<file path="config.mk">
export PLATFORM = sky130hd
export DESIGN_NAME = exec_ctrl
export DESIGN_NICKNAME = d
export VERILOG_FILES = /design/src/rtl/exec_ctrl_pkg.sv /design/src/rtl/exec_ctrl_alu8.sv /design/src/rtl/exec_ctrl.sv
export SDC_FILE = /design/constraint.sdc
export NUM_CORES = 1
export LEC_CHECK = 0
export CORE_MARGIN = 5
export CORE_UTILIZATION = 58
export DETAILED_ROUTE_END_ITERATION = 6
export PLACE_DENSITY = 0.86
export SLEW_MARGIN = 30
export SYNTH_ARGS = -nofsm -noshare
export SYNTH_HDL_FRONTEND = slang
export SYNTH_SLANG_ARGS = --single-unit
export TNS_END_PERCENT = 50
</file>
<file path="constraint.sdc">
create_clock -name clk -period 3.4 [get_ports clk]
set_input_delay 1.02 -clock clk [delete_from_list [all_inputs] [get_ports clk]]
set_output_delay 1.02 -clock clk [all_outputs]
set_load 0.005 [all_outputs]
</file>
<file path="src/rtl/exec_ctrl_pkg.sv">
// Shared definitions for the byte-serial execution controller:
// opcode constants, FSM state encoding, instruction-byte layout and
// small opcode classification helpers used by the controller.
package exec_ctrl_pkg;

    localparam int unsigned DW  = 8;
    localparam int unsigned RW  = 2;
    localparam int unsigned OPW = 4;

    localparam logic [OPW-1:0] OP_NOP  = 4'h0;
    localparam logic [OPW-1:0] OP_MOV  = 4'h1;
    localparam logic [OPW-1:0] OP_ADD  = 4'h2;
    localparam logic [OPW-1:0] OP_SUB  = 4'h3;
    localparam logic [OPW-1:0] OP_AND  = 4'h4;
    localparam logic [OPW-1:0] OP_OR   = 4'h5;
    localparam logic [OPW-1:0] OP_XOR  = 4'h6;
    localparam logic [OPW-1:0] OP_NOT  = 4'h7;
    localparam logic [OPW-1:0] OP_LDI  = 4'h8;
    localparam logic [OPW-1:0] OP_INC  = 4'h9;
    localparam logic [OPW-1:0] OP_HALT = 4'hF;

    typedef enum logic [2:0] {
        S_IDLE   = 3'd0,
        S_DECODE = 3'd1,
        S_IMM    = 3'd2,
        S_EXEC   = 3'd3,
        S_WB     = 3'd4,
        S_HALT   = 3'd5
    } state_e;

    // Instruction byte: opcode, source register, destination register.
    typedef struct packed {
        logic [OPW-1:0] op;
        logic [RW-1:0]  src;
        logic [RW-1:0]  dst;
    } instr_t;

    // Opcodes A..E are reserved.
    function automatic logic is_illegal(input logic [OPW-1:0] op);
        return (op >= 4'hA) && (op <= 4'hE);
    endfunction

    // Arithmetic ops whose carry/borrow lands in cf.
    function automatic logic is_arith(input logic [OPW-1:0] op);
        return (op == OP_ADD) || (op == OP_SUB) || (op == OP_INC);
    endfunction

    // Logic ops clear cf.
    function automatic logic is_logic(input logic [OPW-1:0] op);
        return (op >= OP_AND) && (op <= OP_NOT);
    endfunction

endpackage

</file>
<file path="src/rtl/exec_ctrl_alu8.sv">
// alu8: combinational 8-bit ALU.
//   op     - opcode (exec_ctrl_pkg encoding)
//   a      - destination register value (d)
//   b      - source register value (s)
//   result - 8-bit result, wraps modulo 256
//   carry  - carry out for ADD/INC, borrow for SUB, 0 otherwise
module alu8
    import exec_ctrl_pkg::*;
(
    input  logic [OPW-1:0] op,
    input  logic [DW-1:0]  a,
    input  logic [DW-1:0]  b,
    output logic [DW-1:0]  result,
    output logic           carry
);

    logic [DW:0] wide;

    // 9-bit arithmetic: bit 8 is carry for add, borrow for subtract.
    always_comb begin
        wide   = '0;
        result = '0;
        carry  = 1'b0;
        case (op)
            OP_MOV: result = b;
            OP_ADD: begin
                wide   = {1'b0, a} + {1'b0, b};
                result = wide[DW-1:0];
                carry  = wide[DW];
            end
            OP_SUB: begin
                wide   = {1'b0, a} - {1'b0, b};
                result = wide[DW-1:0];
                carry  = wide[DW];
            end
            OP_AND: result = a & b;
            OP_OR:  result = a | b;
            OP_XOR: result = a ^ b;
            OP_NOT: result = ~b;
            OP_INC: begin
                wide   = {1'b0, a} + (DW+1)'(1);
                result = wide[DW-1:0];
                carry  = wide[DW];
            end
            default: result = '0;
        endcase
    end

endmodule

</file>
<file path="src/rtl/exec_ctrl.sv">
// exec_ctrl: byte-serial instruction controller driving an external
// four-entry register group.
//   clk, rst          - clock, asynchronous active-high reset
//   instr/instr_valid - incoming instruction or immediate byte
//   instr_ready       - byte accepted on valid & ready at rising edge
//   s, d              - register group read data (selected by raa, rwba)
//   we                - active-low register write strobe (one cycle in WB)
//   raa, rwba         - source and destination register selects
//   i                 - register write data, holds outside WB
//   cf, zf            - carry/borrow and zero flags
//   halted, err       - HALT executed, sticky illegal-opcode flag
module exec_ctrl
    import exec_ctrl_pkg::*;
(
    input  logic          clk,
    input  logic          rst,
    input  logic [7:0]    instr,
    input  logic          instr_valid,
    output logic          instr_ready,
    input  logic [7:0]    s,
    input  logic [7:0]    d,
    output logic          we,
    output logic [1:0]    raa,
    output logic [1:0]    rwba,
    output logic [7:0]    i,
    output logic          cf,
    output logic          zf,
    output logic          halted,
    output logic          err
);

    state_e         state;
    state_e         state_nxt;
    instr_t         ir;
    logic [DW-1:0]  alu_res;
    logic           alu_carry;

    alu8 u_alu (
        .op     (ir.op),
        .a      (d),
        .b      (s),
        .result (alu_res),
        .carry  (alu_carry)
    );

    // Register selects come straight from the latched instruction byte.
    assign raa  = ir.src;
    assign rwba = ir.dst;

    // State register.
    always_ff @(posedge clk or posedge rst) begin
        if (rst) state <= S_IDLE;
        else     state <= state_nxt;
    end

    // Next-state logic.
    always_comb begin
        state_nxt = state;
        case (state)
            S_IDLE:   if (instr_valid) state_nxt = S_DECODE;
            S_DECODE: begin
                if (ir.op == OP_NOP || is_illegal(ir.op)) state_nxt = S_IDLE;
                else if (ir.op == OP_HALT)                state_nxt = S_HALT;
                else if (ir.op == OP_LDI)                 state_nxt = S_IMM;
                else                                      state_nxt = S_EXEC;
            end
            S_IMM:    if (instr_valid) state_nxt = S_WB;
            S_EXEC:   state_nxt = S_WB;
            S_WB:     state_nxt = S_IDLE;
            S_HALT:   state_nxt = S_HALT;
            default:  state_nxt = S_IDLE;
        endcase
    end

    // State-decoded outputs; ready is masked by reset so no byte is taken then.
    always_comb begin
        instr_ready = 1'b0;
        we          = 1'b1;
        halted      = 1'b0;
        case (state)
            S_IDLE:  instr_ready = ~rst;
            S_IMM:   instr_ready = ~rst;
            S_WB:    we          = 1'b0;
            S_HALT:  halted      = 1'b1;
            default: ;
        endcase
    end

    // Instruction latch, write data, flags and error.
    always_ff @(posedge clk or posedge rst) begin
        if (rst) begin
            ir  <= '0;
            i   <= '0;
            cf  <= 1'b0;
            zf  <= 1'b0;
            err <= 1'b0;
        end else begin
            case (state)
                S_IDLE:   if (instr_valid) ir <= instr_t'(instr);
                S_DECODE: if (is_illegal(ir.op)) err <= 1'b1;
                S_IMM:    if (instr_valid) i <= instr;
                S_EXEC: begin
                    i <= alu_res;
                    if (is_arith(ir.op)) begin
                        cf <= alu_carry;
                        zf <= (alu_res == '0);
                    end else if (is_logic(ir.op)) begin
                        cf <= 1'b0;
                        zf <= (alu_res == '0);
                    end
                end
                default: ;
            endcase
        end
    end

endmodule

</file>
# ---- Word level (Yosys, flattened, before mapping)
# Cells that the tools add are included.
dict set report word_totals {
  reg_bits 22
  word_cells 70
  mem_bits_rw 0
  rom_bits 0
  inputBits 27
  n_memories 0
  latchBits 0
}
dict set report op_classes {
  add_sub_neg 3
  n_shift 0
  multipliers 0
  n_lt_le_gt_ge 4
  n_eq_ne 17
  mux 17
  div 0
  n_reduce_logical 16
  bitwise_logic 5
}
# cell count
set ops {}
lappend ops {{$pmux 8 s8} 1}
lappend ops {{$eq 4x3->1 const B} 4}
lappend ops {{$pmux 8 s2} 1}
lappend ops {{$pmux 3 s5} 1}
lappend ops {{$eq 4x4->1 const B} 3}
lappend ops {{$mux 3} 4}
lappend ops {{$reduce_and 2->1} 5}
lappend ops {{$add 8x1->9 const B} 1}
lappend ops {{$add 8x8->9} 1}
lappend ops {{$sub 8x8->9} 1}
lappend ops {{$and 8x8->8} 1}
lappend ops {{$eq 4x2->1 const B} 2}
lappend ops {{$logic_not 8->1} 1}
lappend ops {{$mux 1} 8}
lappend ops {{$mux 8} 1}
lappend ops {{$not 8->8} 1}
lappend ops {{$or 8x8->8} 1}
lappend ops {{$xor 8x8->8} 1}
lappend ops {{$eq 3x2->1 const B} 2}
lappend ops {{$eq 3x3->1 const B} 2}
lappend ops {{$eq 4x1->1 const B} 1}
lappend ops {{$ge 4x3->1 const B} 1}
lappend ops {{$ge 4x4->1 const B} 1}
lappend ops {{$le 4x3->1 const B} 1}
lappend ops {{11 further kinds} 16}

# ---- Depth between registers and ports, before layout
dict set report logic_depth {
  word_depth 5
  depth_mapped 10
}

# ---- Modules after synthesis
# Synthesis repeated with hierarchy kept, for this count alone.
dict set report hier_totals {
  hier_cells 304
  area_unflattened_um2 2641.3
}
# module n_inst cells_each seq_area_each_um2 area_per_inst_um2
set modules_own_cells {}
lappend modules_own_cells {alu8 1 214 0.0 1476.4}
lappend modules_own_cells {exec_ctrl 1 90 550.5 1164.9}

# ---- Worst setup path before layout
# Ideal clock, no wire load.
dict set report synth_timing {
  kind {input to register}
  start {input port s[0]}
  end {register zf}
  arrival_time_ns 2.933
  n_path_buf 0
  path_slack_ns 0.402
  setup_time_ns 0.065
  path_stages 7
  path_cell_list {ha_1 > fa_1 > mux2_1 > a221o_1 > a32o_1 > nor4_2 > a31o_1}
}
dict set report synth_between {
  elab_chain_cells 5
  elab_cells_between_ends 10
  cone_classes {add/sub: 2; mux: 3; bitwise: 4; reduce/logical: 1}
}
# item line_no
set synth_lines {}
lappend synth_lines {{from (decl)} exec_ctrl.sv:20} ;# input logic [7:0] s,
lappend synth_lines {{$sub 8x8->9 (tied with other cells)} exec_ctrl_alu8.sv:32} ;# wide = {1'b0, a} - {1'b0, b};
lappend synth_lines {{$pmux 8 s8 (*)} exec_ctrl_alu8.sv:24} ;# case (op)
lappend synth_lines {{$logic_not 8->1 (*)} {exec_ctrl.sv:106, exec_ctrl.sv:109}}
lappend synth_lines {{$mux 1} exec_ctrl.sv:107} ;# end else if (is_logic(ir.op)) begin
lappend synth_lines {{$mux 1 (*)} exec_ctrl.sv:104} ;# if (is_arith(ir.op)) begin
lappend synth_lines {{to (signal assigned)} exec_ctrl.sv:106} ;# zf <= (alu_res == '0);
lappend synth_lines {{to (signal assigned)} exec_ctrl.sv:109} ;# zf <= (alu_res == '0);
lappend synth_lines {{to (decl)} exec_ctrl.sv:27} ;# output logic zf,
# Mark *: on every way between the ends. The rest lies on a longest branch, timed or not. The select of a mux whose other input is x is not followed.
# A chain may end at the register's enable or synchronous reset.

# ---- Worst setup path after layout
dict set report layout_timing {
  start {input port d[0]}
  end {register zf}
}
dict set report layout_between {
  elab_chain_cells 5
  elab_cells_between_ends 10
  cone_classes {add/sub: 3; mux: 3; bitwise: 3; reduce/logical: 1}
}
# item line_no
set layout_lines {}
lappend layout_lines {{from (decl)} exec_ctrl.sv:21} ;# input logic [7:0] d,
lappend layout_lines {{$add 8x1->9 (tied with other cells)} exec_ctrl_alu8.sv:41} ;# wide = {1'b0, a} + (DW+1)'(1);
lappend layout_lines {{$pmux 8 s8 (*)} exec_ctrl_alu8.sv:24}
lappend layout_lines {{$logic_not 8->1 (*)} {exec_ctrl.sv:106, exec_ctrl.sv:109}}
lappend layout_lines {{$mux 1} exec_ctrl.sv:107}
lappend layout_lines {{$mux 1 (*)} exec_ctrl.sv:104}
# Marks and branches as above.

==> impl_metrics.yaml <==
logic_synthesis:
  synth_xor_area_frac: 0.03682
  synth-async-reset-ratio: 1.000
  yosysWarnings: 0
  syn-num-nets: 363
  syn_area_mm2: 0.002616
  synth_top_family_by_area: "compound AO/OA/AOI/OAI gates"
  synth_common_cells: "26 x ha_1, 23 x nand2_1, 22 x dfrtp_1, 19 x inv_1, 18 x nor2_1"
  synth_cells: 308
  avgSynthCellArea_um2: 8.494
  yosys.area_share.adder: 0.1396
  synthSimpleGateAreaFrac: 0.2276
  synth_edf_count: 0
  yosysMostFrequentCell: "ha_1"
  yosys.area.top_type: "dfrtp_1"
  synth_top_area_frac: 0.2104
  ys_seq_elements: 22
  synthFlopType: "dfrtp_1"
  ys_seq_area_frac: 0.2104
  muxShareOfSynthArea: 0.06552
  synth_cell_types: 68
  synth_area_leaders: "dfrtp_1 21%, ha_1 12%, xnor2_1 3.3%, nand2_1 3.3%, mux2_2 3.0%"
  synth_compound_area_frac: 0.2353
setup_path:
  cp.required_ps: 3620
  rr_startpoint: "ir[6]"
  crit_arrival_ps: 3620
  path_class: "in2reg"
  r2r_slack_ps: 730
  r2r_cells: 7
  worstSetupEndpointType: "flip-flop"
  cp-start-kind: "primary input"
  reg2reg_to: "zf"
  crit_fanout: 3
die:
  rows: 24
  io_pins: 45
  die_height_um: 77.16
  die_w_um: 77.16
  start_util: 0.6009
  core_mm2: 0.004354
  die-area_mm2: 0.005954
routing:
  num_vias: 2909
  drt_iter0_markers: 384
  dr_wl_met3_um: 727
  drt-met1-wl_um: 3384
  drc: 0
  dr_wl_met2_um: 4130
  via_per_inst: 6.552
  routed.top_layer: "met4"
  routed_wirelength_um: 8646
  drtAntennaViolNets: 0
  first_pass_iters: 5
  post_drt_wl_per_cell_um: 19.47
sta:
  setup_slack_ps: -2.906
  rsz0062_at_grt: "yes"
  setup-violations-final: 1
  max_slew_margin: 0.3503
  period_share: 1.001
  finClkSkew_ps: 10.18
  drv_slew: 0
  period_needed_ps: 3403
  worst_pin_slew_ps: 974.5
  fmax_mhz: 293.9
  tns_ps: -2.906
  hold_viol: 0
place:
  port_buffers: 44
  dp_slack_ps: -225.4
  dp_hpwl_um: 6383
  dpl.cell_count: 440
  routabilityCongestion: 0.9146
global_route:
  grt_overflow: 0
  grt_max_degree: 30
  antenna_found_initial: 0
  track_usage: 0.2839
  grt_pass1_vias: 2854
  grt_pass1_wl_um: 13990
final_layout:
  multi_input_area_mm2: 0.001888
  syn_to_final_growth_pct: 35.44
  fillers: 276
  final_cells: 444
  drive_above_1_share: 0.2398
  antenna_cells: 0
  nets: 448
  regArea_um2: 550.5
cts:
  post_cts_buffers: 0
  cts_resized: 0
  cts_tree: "built"
  cts.reportedPaths.clkPinSlew_ps: 90
  ctsLongestPathBuffers: 2
  cts-root-buf: "clkbuf_8"
  ctsHtreeMaxLevel: 1
  clock_latency_ps: 270
  clkSinkCount: 22
  cts_hold_buf: 0
  cts_buffers: 3
job:
  maxCapViolations: 0
min_path:
  min_delay_path_depth: 2
  hold_start: "i[0]"
  hold_class: "reg2reg"
  hold_path_end: "i[0]"
power_and_ir_drop:
  powerDensity_mw_per_mm2: 648.8
  power.leakage_nw: 1.551
  max-vdd-ir-drop_mv: 0.6473
status:
  violations: "negative setup slack"
  status: "finished, violations left"
==> state kept, by name, summed over array words and instances (netlist names) <==
signal	cells
cf	1
err	1
i	8
ir	4
raa	2
rwba	2
state	3
zf	1
==> area by class of cell <==
type / instances / share of cell area
sequential: 22 / 0.1554
clock buffer: 3 / 0.01165
clock inverter: 1 / 0.008475
timing repair buffer: 101 / 0.2451
multi-input combinational: 242 / 0.5328
inverter: 23 / 0.02825
tap: 52 / 0.01836
==> cells in the final DEF, fill, tap and decap left out, types with 4 or more instances in the layout <==
master / count
a211oi_1: 5
a21oi_1: 13
a21oi_2: 4
a31oi_1: 5
buf_4: 57
clkdlybuf4s50_1: 44
dfrtp_1: 22
ha_1: 24
inv_1: 18
mux2_2: 7
mux2i_1: 7
nand2_1: 23
nand2b_1: 4
nand3_1: 8
nor2_1: 18
nor2b_1: 7
nor3_1: 4
nor3b_1: 4
o21ai_0: 9
o21ai_1: 8
o22ai_1: 4
or3_1: 8
xnor2_1: 10
==> through the flow <==
stage | hold slack, ps | power, mW | util | cell area (um2)
floorplan | 460.2 | 1.398 | - | 2616
global placement | 451.8 | 1.910 | 0.7874 | 3428
detailed placement | 469.5 | 1.968 | 0.7874 | 3428
CTS | 487.7 | 2.229 | 0.8037 | 3500
global route | 508.6 | 2.438 | 0.8138 | 3543
finish | 485.7 | 2.299 | 0.8138 | 3543
==> worst max-delay path, cell delays in order <==
cell and delay, ps:
clkdlybuf4s50_1 550, ha_2 230, fa_1 410, mux2_1 290, a221o_1 340, a32o_1 300
nor4_2 300, a31o_1 170
==> logic make-up after synthesis <==
kind of cell               count (synthesis)
and+or+nand+nor                          101
AOI/OAI and AO/OA                         86
buffers and inverters                     44
adders and majority gates                 28
DFF                                       22
muxes                                     16
xor gates and xnor gates                  11
==> how the worst max path moves through the flow <==
stage | start | end | depth (start not counted)
after floorplan | s[0] | zf | 7
after global placement | d[0] | zf | 8
after detailed placement | s[0] | i[6] | 11
after CTS | d[0] | zf | 8
after global routing | d[5] | i[7] | 11
final | d[0] | zf | 8
==> routing by layer <==
layer	GRT usage	up-vias
li1	-	1303
met1	0.3594	1371
met2	0.4630	184
met3	0.05972	51
met4	0.1220	0
met5	0	-
==> power by group <==
part / total, mW / switching (mW) / leakage (nW) / internal (mW)
Sequential: 0.543 / 0.162 / 0.269 / 0.382
Clock: 0.250 / 0.0923 / 0.0357 / 0.157
Combinational: 1.51 / 0.781 / 1.25 / 0.725
Total: 2.30 / 1.04 / 1.55 / 1.26
No activity file was read; power rests on OpenSTA's default activity.
